`config.mk`:
```
export PLATFORM = sky130hd
export DESIGN_NAME = m68k_region_decoder
export DESIGN_NICKNAME = d
export VERILOG_FILES = /design/src/rtl/m68k_region_decoder.sv
export SDC_FILE = /design/constraint.sdc
export NUM_CORES = 1
export LEC_CHECK = 0
export BUFFER_PORTS_ARGS = -buffer_cell sky130_fd_sc_hd__buf_2
export CORE_AREA = 2 2 353 355
export DETAILED_ROUTE_END_ITERATION = 6
export DIE_AREA = 0 0 355 357
export SETUP_SLACK_MARGIN = 0.5
export SKIP_CTS_REPAIR_TIMING = 1
export SLEW_MARGIN = 10
export SYNTH_ARGS = -nofsm -noshare
export SYNTH_HDL_FRONTEND = slang
export SYNTH_SLANG_ARGS = --single-unit
```
`constraint.sdc`:
```
create_clock -name clk -period 3.8 [get_ports clk]
set_clock_uncertainty 0.05 [all_clocks]
set_input_delay 0.19 -clock clk [delete_from_list [all_inputs] [get_ports clk]]
set_output_delay 0.19 -clock clk [all_outputs]
set_load 0.1 [all_outputs]
```
`src/rtl/m68k_region_decoder.sv`:
```
// Registered 68000 bus region decoder: runtime base/mask table, one-hot chip
// selects, programmable /DTACK wait states and /BERR timeout on unmapped accesses.
module m68k_region_decoder #(
  parameter int NUM_REGIONS = 16,
  parameter int ADDR_W      = 24,
  parameter int WAIT_W      = 4,
  parameter int BERR_CYCLES = 64,
  parameter int IDX_W       = 4
) (
  input  logic                          clk,
  input  logic                          reset_n,
  input  logic [NUM_REGIONS*ADDR_W-1:0] cfg_base,
  input  logic [NUM_REGIONS*ADDR_W-1:0] cfg_mask,
  input  logic [NUM_REGIONS*WAIT_W-1:0] cfg_wait,
  input  logic [NUM_REGIONS-1:0]        cfg_en,
  input  logic [ADDR_W-1:0]             m68k_a,
  input  logic                          m68k_as_n,
  input  logic                          m68k_rw,
  output logic [NUM_REGIONS-1:0]        cs,
  output logic                          cs_rd,
  output logic                          cs_wr,
  output logic [IDX_W-1:0]              hit_idx,
  output logic                          m68k_dtack_n,
  output logic                          m68k_berr_n,
  output logic                          busy
);

  // Wide enough for both the wait-state load and the /BERR timeout, so it never wraps.
  localparam int CNT_W = (WAIT_W > $clog2(BERR_CYCLES)) ? WAIT_W : $clog2(BERR_CYCLES);
  localparam logic [CNT_W-1:0] BERR_LAST = CNT_W'(BERR_CYCLES - 1);

  typedef enum logic [2:0] {
    S_IDLE,
    S_WAIT,
    S_ACK,
    S_NOHIT,
    S_BERR
  } state_t;

  state_t                   state_q, state_d;
  logic [CNT_W-1:0]         cnt_q, cnt_d;
  logic [NUM_REGIONS-1:0]   hit, sel_cs, cs_d;
  logic                     hit_any;
  logic [IDX_W-1:0]         hit_sel, idx_d;
  logic [WAIT_W-1:0]        sel_wait;
  logic                     rd_d, wr_d, dtack_d, berr_d, go_idle;

  always_comb begin
    hit = '0;
    for (int i = 0; i < NUM_REGIONS; i++) begin
      hit[i] = cfg_en[i] &&
               (((m68k_a ^ cfg_base[i*ADDR_W +: ADDR_W]) & cfg_mask[i*ADDR_W +: ADDR_W]) == '0);
    end
  end

  // Lowest index wins on overlap; isolating the lowest set bit keeps cs one-hot.
  assign sel_cs = hit & ~(hit - NUM_REGIONS'(1));

  always_comb begin
    hit_any  = 1'b0;
    hit_sel  = '0;
    sel_wait = '0;
    for (int i = NUM_REGIONS - 1; i >= 0; i--) begin
      if (hit[i]) begin
        hit_any  = 1'b1;
        hit_sel  = IDX_W'(i);
        sel_wait = cfg_wait[i*WAIT_W +: WAIT_W];
      end
    end
  end

  always_comb begin
    // NOTE: every comb output gets a default first, so no path can infer a latch.
    state_d = state_q;
    cnt_d   = cnt_q;
    cs_d    = cs;
    rd_d    = cs_rd;
    wr_d    = cs_wr;
    idx_d   = hit_idx;
    dtack_d = m68k_dtack_n;
    berr_d  = m68k_berr_n;
    go_idle = 1'b0;

    case (state_q)
      S_IDLE: begin
        if (!m68k_as_n) begin
          if (hit_any) begin
            state_d = S_WAIT;
            cs_d    = sel_cs;
            rd_d    = m68k_rw;
            wr_d    = !m68k_rw;
            idx_d   = hit_sel;
            cnt_d   = CNT_W'(sel_wait);
          end else begin
            state_d = S_NOHIT;
            cnt_d   = '0;
          end
        end
      end
      // A strobe release always beats an expiring counter.
      S_WAIT: begin
        if (m68k_as_n) begin
          go_idle = 1'b1;
        end else if (cnt_q == '0) begin
          dtack_d = 1'b0;
          state_d = S_ACK;
        end else begin
          cnt_d = cnt_q - CNT_W'(1);
        end
      end
      S_ACK: begin
        if (m68k_as_n) go_idle = 1'b1;
      end
      S_NOHIT: begin
        if (m68k_as_n) begin
          go_idle = 1'b1;
        end else if (cnt_q == BERR_LAST) begin
          berr_d  = 1'b0;
          state_d = S_BERR;
        end else begin
          cnt_d = cnt_q + CNT_W'(1);
        end
      end
      S_BERR: begin
        if (m68k_as_n) go_idle = 1'b1;
      end
      default: go_idle = 1'b1;
    endcase

    if (go_idle) begin
      state_d = S_IDLE;
      cnt_d   = '0;
      cs_d    = '0;
      rd_d    = 1'b0;
      wr_d    = 1'b0;
      idx_d   = '0;
      dtack_d = 1'b1;
      berr_d  = 1'b1;
    end
  end

  // NOTE: state and outputs use non-blocking assignments so every flop sees pre-edge values.
  always_ff @(posedge clk or negedge reset_n) begin
    if (!reset_n) begin
      state_q      <= S_IDLE;
      cnt_q        <= '0;
      cs           <= '0;
      cs_rd        <= 1'b0;
      cs_wr        <= 1'b0;
      hit_idx      <= '0;
      m68k_dtack_n <= 1'b1;
      m68k_berr_n  <= 1'b1;
    end else begin
      state_q      <= state_d;
      cnt_q        <= cnt_d;
      cs           <= cs_d;
      cs_rd        <= rd_d;
      cs_wr        <= wr_d;
      hit_idx      <= idx_d;
      m68k_dtack_n <= dtack_d;
      m68k_berr_n  <= berr_d;
    end
  end

  assign busy = (state_q != S_IDLE);

endmodule

```
==> reports/summary.txt, run 1 <==
=====================================================================================
Number of clock sinks seen by CTS                                                  33
Layout-stage area growth over the synthesis result                             91.51%
Arr. time, crit path                                                          3.38 ns
Cell type contributing the most total cell area after synthesis                xor2_1
Xor-xnor portion of the synthesized cell area                                  0.4076
I/O pins                                                                          901
Highest net fanout along the worst path                                            13
Port Buffers                                                                      900
Switching power as a share of total power                                      0.4940
Routed WL                                                                    130.9 mm
Register bit total from synthesis                                                  33
Commonest non-fill, non-tap cell in the layout                                  buf_2
Half-perimeter wire length of the detailed placement result                  119.4 mm
Number of synthesized flops with an enable pin                                      0
Adder and majority cell fraction of the synthesized area                     0.008383
Post-synth design cell area                                                 8358 um^2
Weighted congestion at the end of routability-driven global placement           1.039
First-pass GRT wire length                                                   158.1 mm
Root cell of the clock tree                                                 clkbuf_16
Net switching component of the power                                       0.001652 W
Mapped Cells                                                                     1037
Avg WL per Cell                                                              35.64 um
Worst skew pair latency                                                       0.28 ns
Met2 Routed Length                                                           64.01 mm
Nets                                                                             2878
Detail-routed via count per cell                                                3.811
Synth Area per Inst                                                        8.060 um^2
Final number of setup-violating endpoints                                           0
Leakage                                                                      7.727 nW
Number of nets produced by synthesis                                             1918
Core footprint                                                            123000 um^2
Highest routing layer actually used                                              met5
DR DRC count                                                                        0
Initial antenna violation count                                                   154
Number of optimization iterations in the first detailed-route pass                  6
Violations in the final reports                                           hold timing
Combinational share of power                                                    0.708
Max Root-Sink Buffers                                                               2
Part of the total power dissipated in sequential elements                       0.130
Category of the most critical setup path                                 input pin to register
DIE HEIGHT                                                                     357 um
Crit path top cell by count                                                   nand4_1
Unique masters post-synth                                                          75
Post-route antenna net violation count                                              0
Largest stage delay on the critical path                                      0.47 ns
Clock tree from TritonCTS                                                       built
Clk pwr share                                                                   0.162
Combined global-route utilization of all metal layers                          0.1959
Most instantiated flip-flop cell in the synthesis netlist                     dfrtp_1
Result of the run                                                        finished with violations
Int Pwr                                                                    0.001692 W
Critical Path Source Type                                                   input pin
Seq/Total Area, Yosys                                                         0.09910
Critical Path, Cell by Cell                                              buf_2 > buf_4 > xor2_1 > a22oi_1 > nand4_1 > nor4b_4 > buf_12 > nor2_1 > nand4_1 > nor3_2 > o21ai_4 > mux2_2
Total number of H-tree levels                                                       2
Final clock period utilization by the worst path                               0.8581
Rows                                                                              129
Worst ir drop on vdd                                                        0.1449 mV
Total met3 wirelength after detailed routing                                 11.95 mm
Maxcap violations                                                                   0
Largest family of logic cells by synthesized area                        XOR/XNOR gates
Hold Path Class                                                          input pin to asynchronous set/reset pin
Maximum number of pins on one net before global-route repair                       34
Area of the die                                                           126700 um^2
Number of buffers created by CTS                                                    5
Critical path's slowest cell                                                  nor4b_4
Count of non-filler cells in the finished layout                                 3672
Post-synthesis async set-or-reset flop share                                    1.000
Synthesized-area fraction occupied by ao, oa, aoi and oai cells                0.2481
Most area-consuming cells after synthesis                                xor2_1 40%, a22oi_1 13%, dfrtp_1 9.3%
Actual transition at the worst max-transition pin                           0.8520 ns
Endpoint type of the worst setup path                                        register
Total vias in the final route                                                   14000
Final hold viol count                                                              31
RSZ-0062 raised after global routing                                            false
Post-Synth Simple-Gate Area                                                    0.1594
YS warnings                                                                         0
Min Clock Period, post-route                                                 3.261 ns
Clock slew seen by the registers of the worst setup and hold paths            0.06 ns
Proportion of layout cells with a drive suffix above 1                         0.5370
Share of cell area taken by muxes after synthesis                             0.01841
Cell Pwr Density                                                         209.0 nW/um^2
Post-Route Hold Slack                                                     -0.03377 ns
Headroom to the max-slew limit                                                 0.4320
Count of routing violations after the opening detailed-route iteration           1487
Die width                                                                      355 um
Number of cells in the design after placement                                    3626
Crit. Startpoint                                                           m68k_a[17]
Pins over their slew limit                                                          0
Gr ovfl total                                                                       0
Launching point of the worst reg2reg path                                state_q[0]$_DFFE_PN0P_
Data required time at the worst endpoint                                      3.92 ns
Initial Utilization                                                           0.06796
Top-area cell type share of the netlist area                                   0.4034
Routed metal-1 wirelength                                                    50.81 mm
Number of global-route vias before repair                                       13940
Fmax achieved                                                              0.3067 GHz
Commonest cells after routing, fill and taps aside                       896 x buf_2, 383 x xor2_1, 149 x a22oi_1, 100 x buf_4, 73 x nand2_1
=====================================================================================
## cells in the mapped netlist, drive strengths merged (6+ instances only)
cell type,n
a21oi,25
a222oi,16
a22oi,150
buf,58
clkbuf,7
dfrtp,31
inv,20
mux2,11
nand2,73
nand3,6
nand4,54
nor2,26
nor2b,8
nor3,18
nor4,13
nor4b,10
o21ai,17
xor2,385
## worst max-delay path, delay by kind of cell
kind,cells,cell delay [ns]
and+or+nand+nor,5,1.26
AOI/OAI and AO/OA,2,0.66
buffers and inverters,3,0.62
muxes,1,0.38
xor gates and xnor gates,1,0.20
## layer usage
metal,vias up,GRT usage
met5,-,0
met4,90,0.03873
met3,329,0.06464
met2,1134,0.3498
met1,6661,0.2269
li1,5781,-
## through the flow
stage / setup TNS, ns / util / setup slack, ns / cell area (um^2) / total power [W]
global placement: -0.9265 / 0.1273 / -0.09926 / 15660 / 0.002816
detailed placement: -1.173 / 0.1273 / -0.1182 / 15660 / 0.002810
finish: 0 / 0.1301 / 0.5392 / 16010 / 0.003345
global route: 0 / 0.1298 / 0.5063 / 15960 / 0.003511
floorplan: 0 / - / 0.9936 / 8358 / 0.001415
CTS: 0 / 0.1288 / 0.1663 / 15850 / 0.003359
## cell type report
class                   instances  area [um^2]
clock buffers                   5        125.1
flip-flops and latches         33        828.3
inverters                      20        75.07
fillers                     14480       107000
repair buffers               1018         5625
multi-input cells             919         7147
well taps                    1637         2048
diodes                         37        92.59
clock inverters                 3        65.06
## kinds of logic after synthesis
| kind of cell | count (synthesis) |
|---|---|
| compound gates | 274 |
| flops | 33 |
| simple gates | 237 |
| mux | 14 |
| buf+inv | 85 |
| xor+xnor | 389 |
| fa+ha+maj | 5 |
## final timing paths
path | end | slack, ns | cells after the start
min | cs[12]$_DFFE_PN0P_ | -0.03 | 1
max reg2reg | cs[5]$_DFFE_PN0P_ | 0.66 | 7
min in group clk | cs_rd$_DFFE_PN0P_ | 0.13 | 3
max in group asynchronous | cnt_q[4]$_DFFE_PN0P_ | 3.19 | 1
min reg2reg | m68k_berr_n$_DFFE_PN1P_ | 0.42 | 2
max | cs[5]$_DFFE_PN0P_ | 0.54 | 12
## power by group through the flow
stage | clock network, W | registers [W] | logic, W
floorplan | 0 | 0.000456 | 0.000959
global route | 0.000563 | 0.000443 | 0.00251
finish | 0.000541 | 0.000434 | 0.00237
detailed placement | 0 | 0.000442 | 0.00237
CTS | 0.000542 | 0.000435 | 0.00238
global placement | 0 | 0.000442 | 0.00237
## sequential cells by signal (all words and copies together) (netlist names)
name / cells
cs: 16
cs_wr: 1
state_q: 3
hit_idx: 4
cs_rd: 1
m68k_berr_n: 1
cnt_q: 6
m68k_dtack_n: 1
(Power assumes the default switching activity.)
==> inputs of run 2 (changes only) <==
--- a/config.mk
+++ b/config.mk
@@ -9,9 +9,10 @@
 export CORE_AREA = 2 2 353 355
 export DETAILED_ROUTE_END_ITERATION = 6
 export DIE_AREA = 0 0 355 357
+export RECOVER_POWER = 50
 export SETUP_SLACK_MARGIN = 0.5
 export SKIP_CTS_REPAIR_TIMING = 1
-export SLEW_MARGIN = 10
+export SLEW_MARGIN = 0
 export SYNTH_ARGS = -nofsm -noshare
 export SYNTH_HDL_FRONTEND = slang
 export SYNTH_SLANG_ARGS = --single-unit
==> reports/summary.txt, run 2 (synthesis results as in run 1) <==
=====================================================================================
Core footprint                                                            123000 um^2
Fmax achieved                                                              0.3049 GHz
Half-perimeter wire length of the detailed placement result                  119.4 mm
Post-route standard cell area excluding fillers                            16000 um^2
Category of the most critical setup path                                 input pin to register
I/O pins                                                                          901
Number of buffers created by CTS                                                    5
Number of clock sinks seen by CTS                                                  33
Weighted congestion at the end of routability-driven global placement           1.039
RSZ-0062 raised after global routing                                            false
Cell Pwr Density                                                         208.9 nW/um^2
Leakage                                                                      7.672 nW
Commonest cells after routing, fill and taps aside                       883 x buf_2, 383 x xor2_1, 149 x a22oi_1, 100 x buf_4, 73 x nand2_1
Number of optimization iterations in the first detailed-route pass                  7
Number of global-route vias before repair                                       13940
Number of cells in the design after placement                                    3626
Biggest register                                                                   cs
First-pass GRT wire length                                                   158.1 mm
Routed WL                                                                    130.9 mm
Regs by FF count                                                         cs: 16 flops, cnt_q: 6 flops, hit_idx: 4 flops
Clock slew seen by the registers of the worst setup and hold paths            0.06 ns
Clock tree from TritonCTS                                                       built
Launching point of the worst reg2reg path                                state_q[0]$_DFFE_PN0P_
Placed cell areas                                                          15660 um^2
Final hold viol count                                                               0
Proportion of layout cells with a drive suffix above 1                         0.5305
DR DRC count                                                                        4
Post-Route Hold Slack                                                       0.1326 ns
Pins over their slew limit                                                         34
Final number of setup-violating endpoints                                           0
Setup slack of the worst register-to-register path                            0.64 ns
Actual transition at the worst max-transition pin                            2.036 ns
Count of non-filler cells in the finished layout                                 3675
Max reg flops                                                                      16
Root cell of the clock tree                                                 clkbuf_16
Die width                                                                      355 um
Destination of the worst register-to-register timing path                cs[14]$_DFFE_PN0P_
Gr ovfl total                                                                       0
Min Clock Period, post-route                                                 3.280 ns
Cells on worst reg2reg path                                                         7
Total number of H-tree levels                                                       2
Commonest non-fill, non-tap cell in the layout                                  buf_2
Worst ir drop on vdd                                                        0.1468 mV
Endpoint type of the worst setup path                                        register
Violations in the final reports                                          DRC, capacitance limit, slew limit
End of the worst hold path                                               cs_rd$_DFFE_PN0P_
Combined global-route utilization of all metal layers                          0.1959
Worst slack, placed                                                        -0.1182 ns
Maximum number of pins on one net before global-route repair                       34
Nets                                                                             2878
Data required time at the worst endpoint                                      3.92 ns
Startpoint of the worst hold path                                             m68k_rw
Maxcap violations                                                                   1
Number of fill cells in the layout                                              14490
Result of the run                                                        finished with violations
Post-route antenna net violation count                                              0
Max Root-Sink Buffers                                                               2
Worst hold path cell count                                                          3
Headroom to the max-slew limit                                                -0.3574
Hold Path Class                                                          input pin to register
Final clock period utilization by the worst path                               0.8631
Worst skew pair latency                                                       0.28 ns
Highest net fanout along the worst path                                            13
Initial Utilization                                                           0.06796
Count of routing violations after the opening detailed-route iteration           1408
Critical Path Source Type                                                   input pin
Total Neg Setup Slack                                                            0 ns
Initial antenna violation count                                                   154
Arr. time, crit path                                                          3.40 ns
Post-layout worst setup margin                                              0.5201 ns
Layout-stage area growth over the synthesis result                             91.41%
Total vias in the final route                                                   13930
Detail-routed via count per cell                                                3.791
Rows                                                                              129
DIE HEIGHT                                                                     357 um
Area of the die                                                           126700 um^2
Avg WL per Cell                                                              35.61 um
Port Buffers                                                                      900
=====================================================================================
==> run 2: final cells by class <==
type / instances / area, um^2 / area share
antenna: 40 / 100.1 / 0.006257
inverter: 20 / 75.07 / 0.004693
timing repair buffer: 1018 / 5609 / 0.3506
multi-input combinational: 919 / 7147 / 0.4467
clock inverter: 3 / 65.06 / 0.004067
tap: 1637 / 2048 / 0.1280
sequential: 33 / 828.3 / 0.05178
clock buffer: 5 / 125.1 / 0.007821
==> run 2: through the flow <==
step,power [W],utilization
2_1_floorplan,0.001415,-
3_3_place_gp,0.002816,0.1273
3_5_place_dp,0.002810,0.1273
4_1_cts,0.003359,0.1288
5_1_grt,0.003511,0.1297
6_report,0.003342,0.1301
==> run 2: how the worst max path moves through the flow <==
stage                           start            endpoint  cells after the start
6_report                   m68k_a[17]  cs[14]$_DFFE_PN0P_                     12
5_1_grt        state_q[0]$_DFFE_PN0P_  cs[11]$_DFFE_PN0P_                      7
4_1_cts                     m68k_a[2]   cs[5]$_DFFE_PN0P_                     10
3_5_place_dp                m68k_a[2]   cs[5]$_DFFE_PN0P_                     10
3_3_place_gp                m68k_a[2]  cs[14]$_DFFE_PN0P_                     10
2_1_floorplan              m68k_a[14]  cs[10]$_DFFE_PN0P_                     10
==> run 2: worst max-delay path, cell delays in order <==
cell and delay [ns]:
buf_2 0.12, buf_4 0.31, xor2_1 0.20, a22oi_1 0.33, nand4_1 0.39, nor4b_4 0.47, buf_12 0.20, nor2_1 0.08
nand4_1 0.23, nor3_2 0.10, o21ai_4 0.34, mux2_2 0.38
==> run 2: where the power goes <==
| part | switching [W] | leakage (nW) | internal [W] | total, W |
|---|---|---|---|---|
| Clock | 0.000164 | 0.0940 | 0.000375 | 0.000539 |
| Sequential | 0.0000470 | 0.447 | 0.000388 | 0.000435 |
| Combinational | 0.00144 | 7.13 | 0.000930 | 0.00237 |
==> run 2: metal layers <==
| metal | routed length [um] | track usage |
|---|---|---|
| met1 | 50270 | 0.2269 |
| met2 | 64200 | 0.3498 |
| met3 | 12480 | 0.06464 |
| met4 | 3327 | 0.03873 |
| met5 | 603 | 0 |
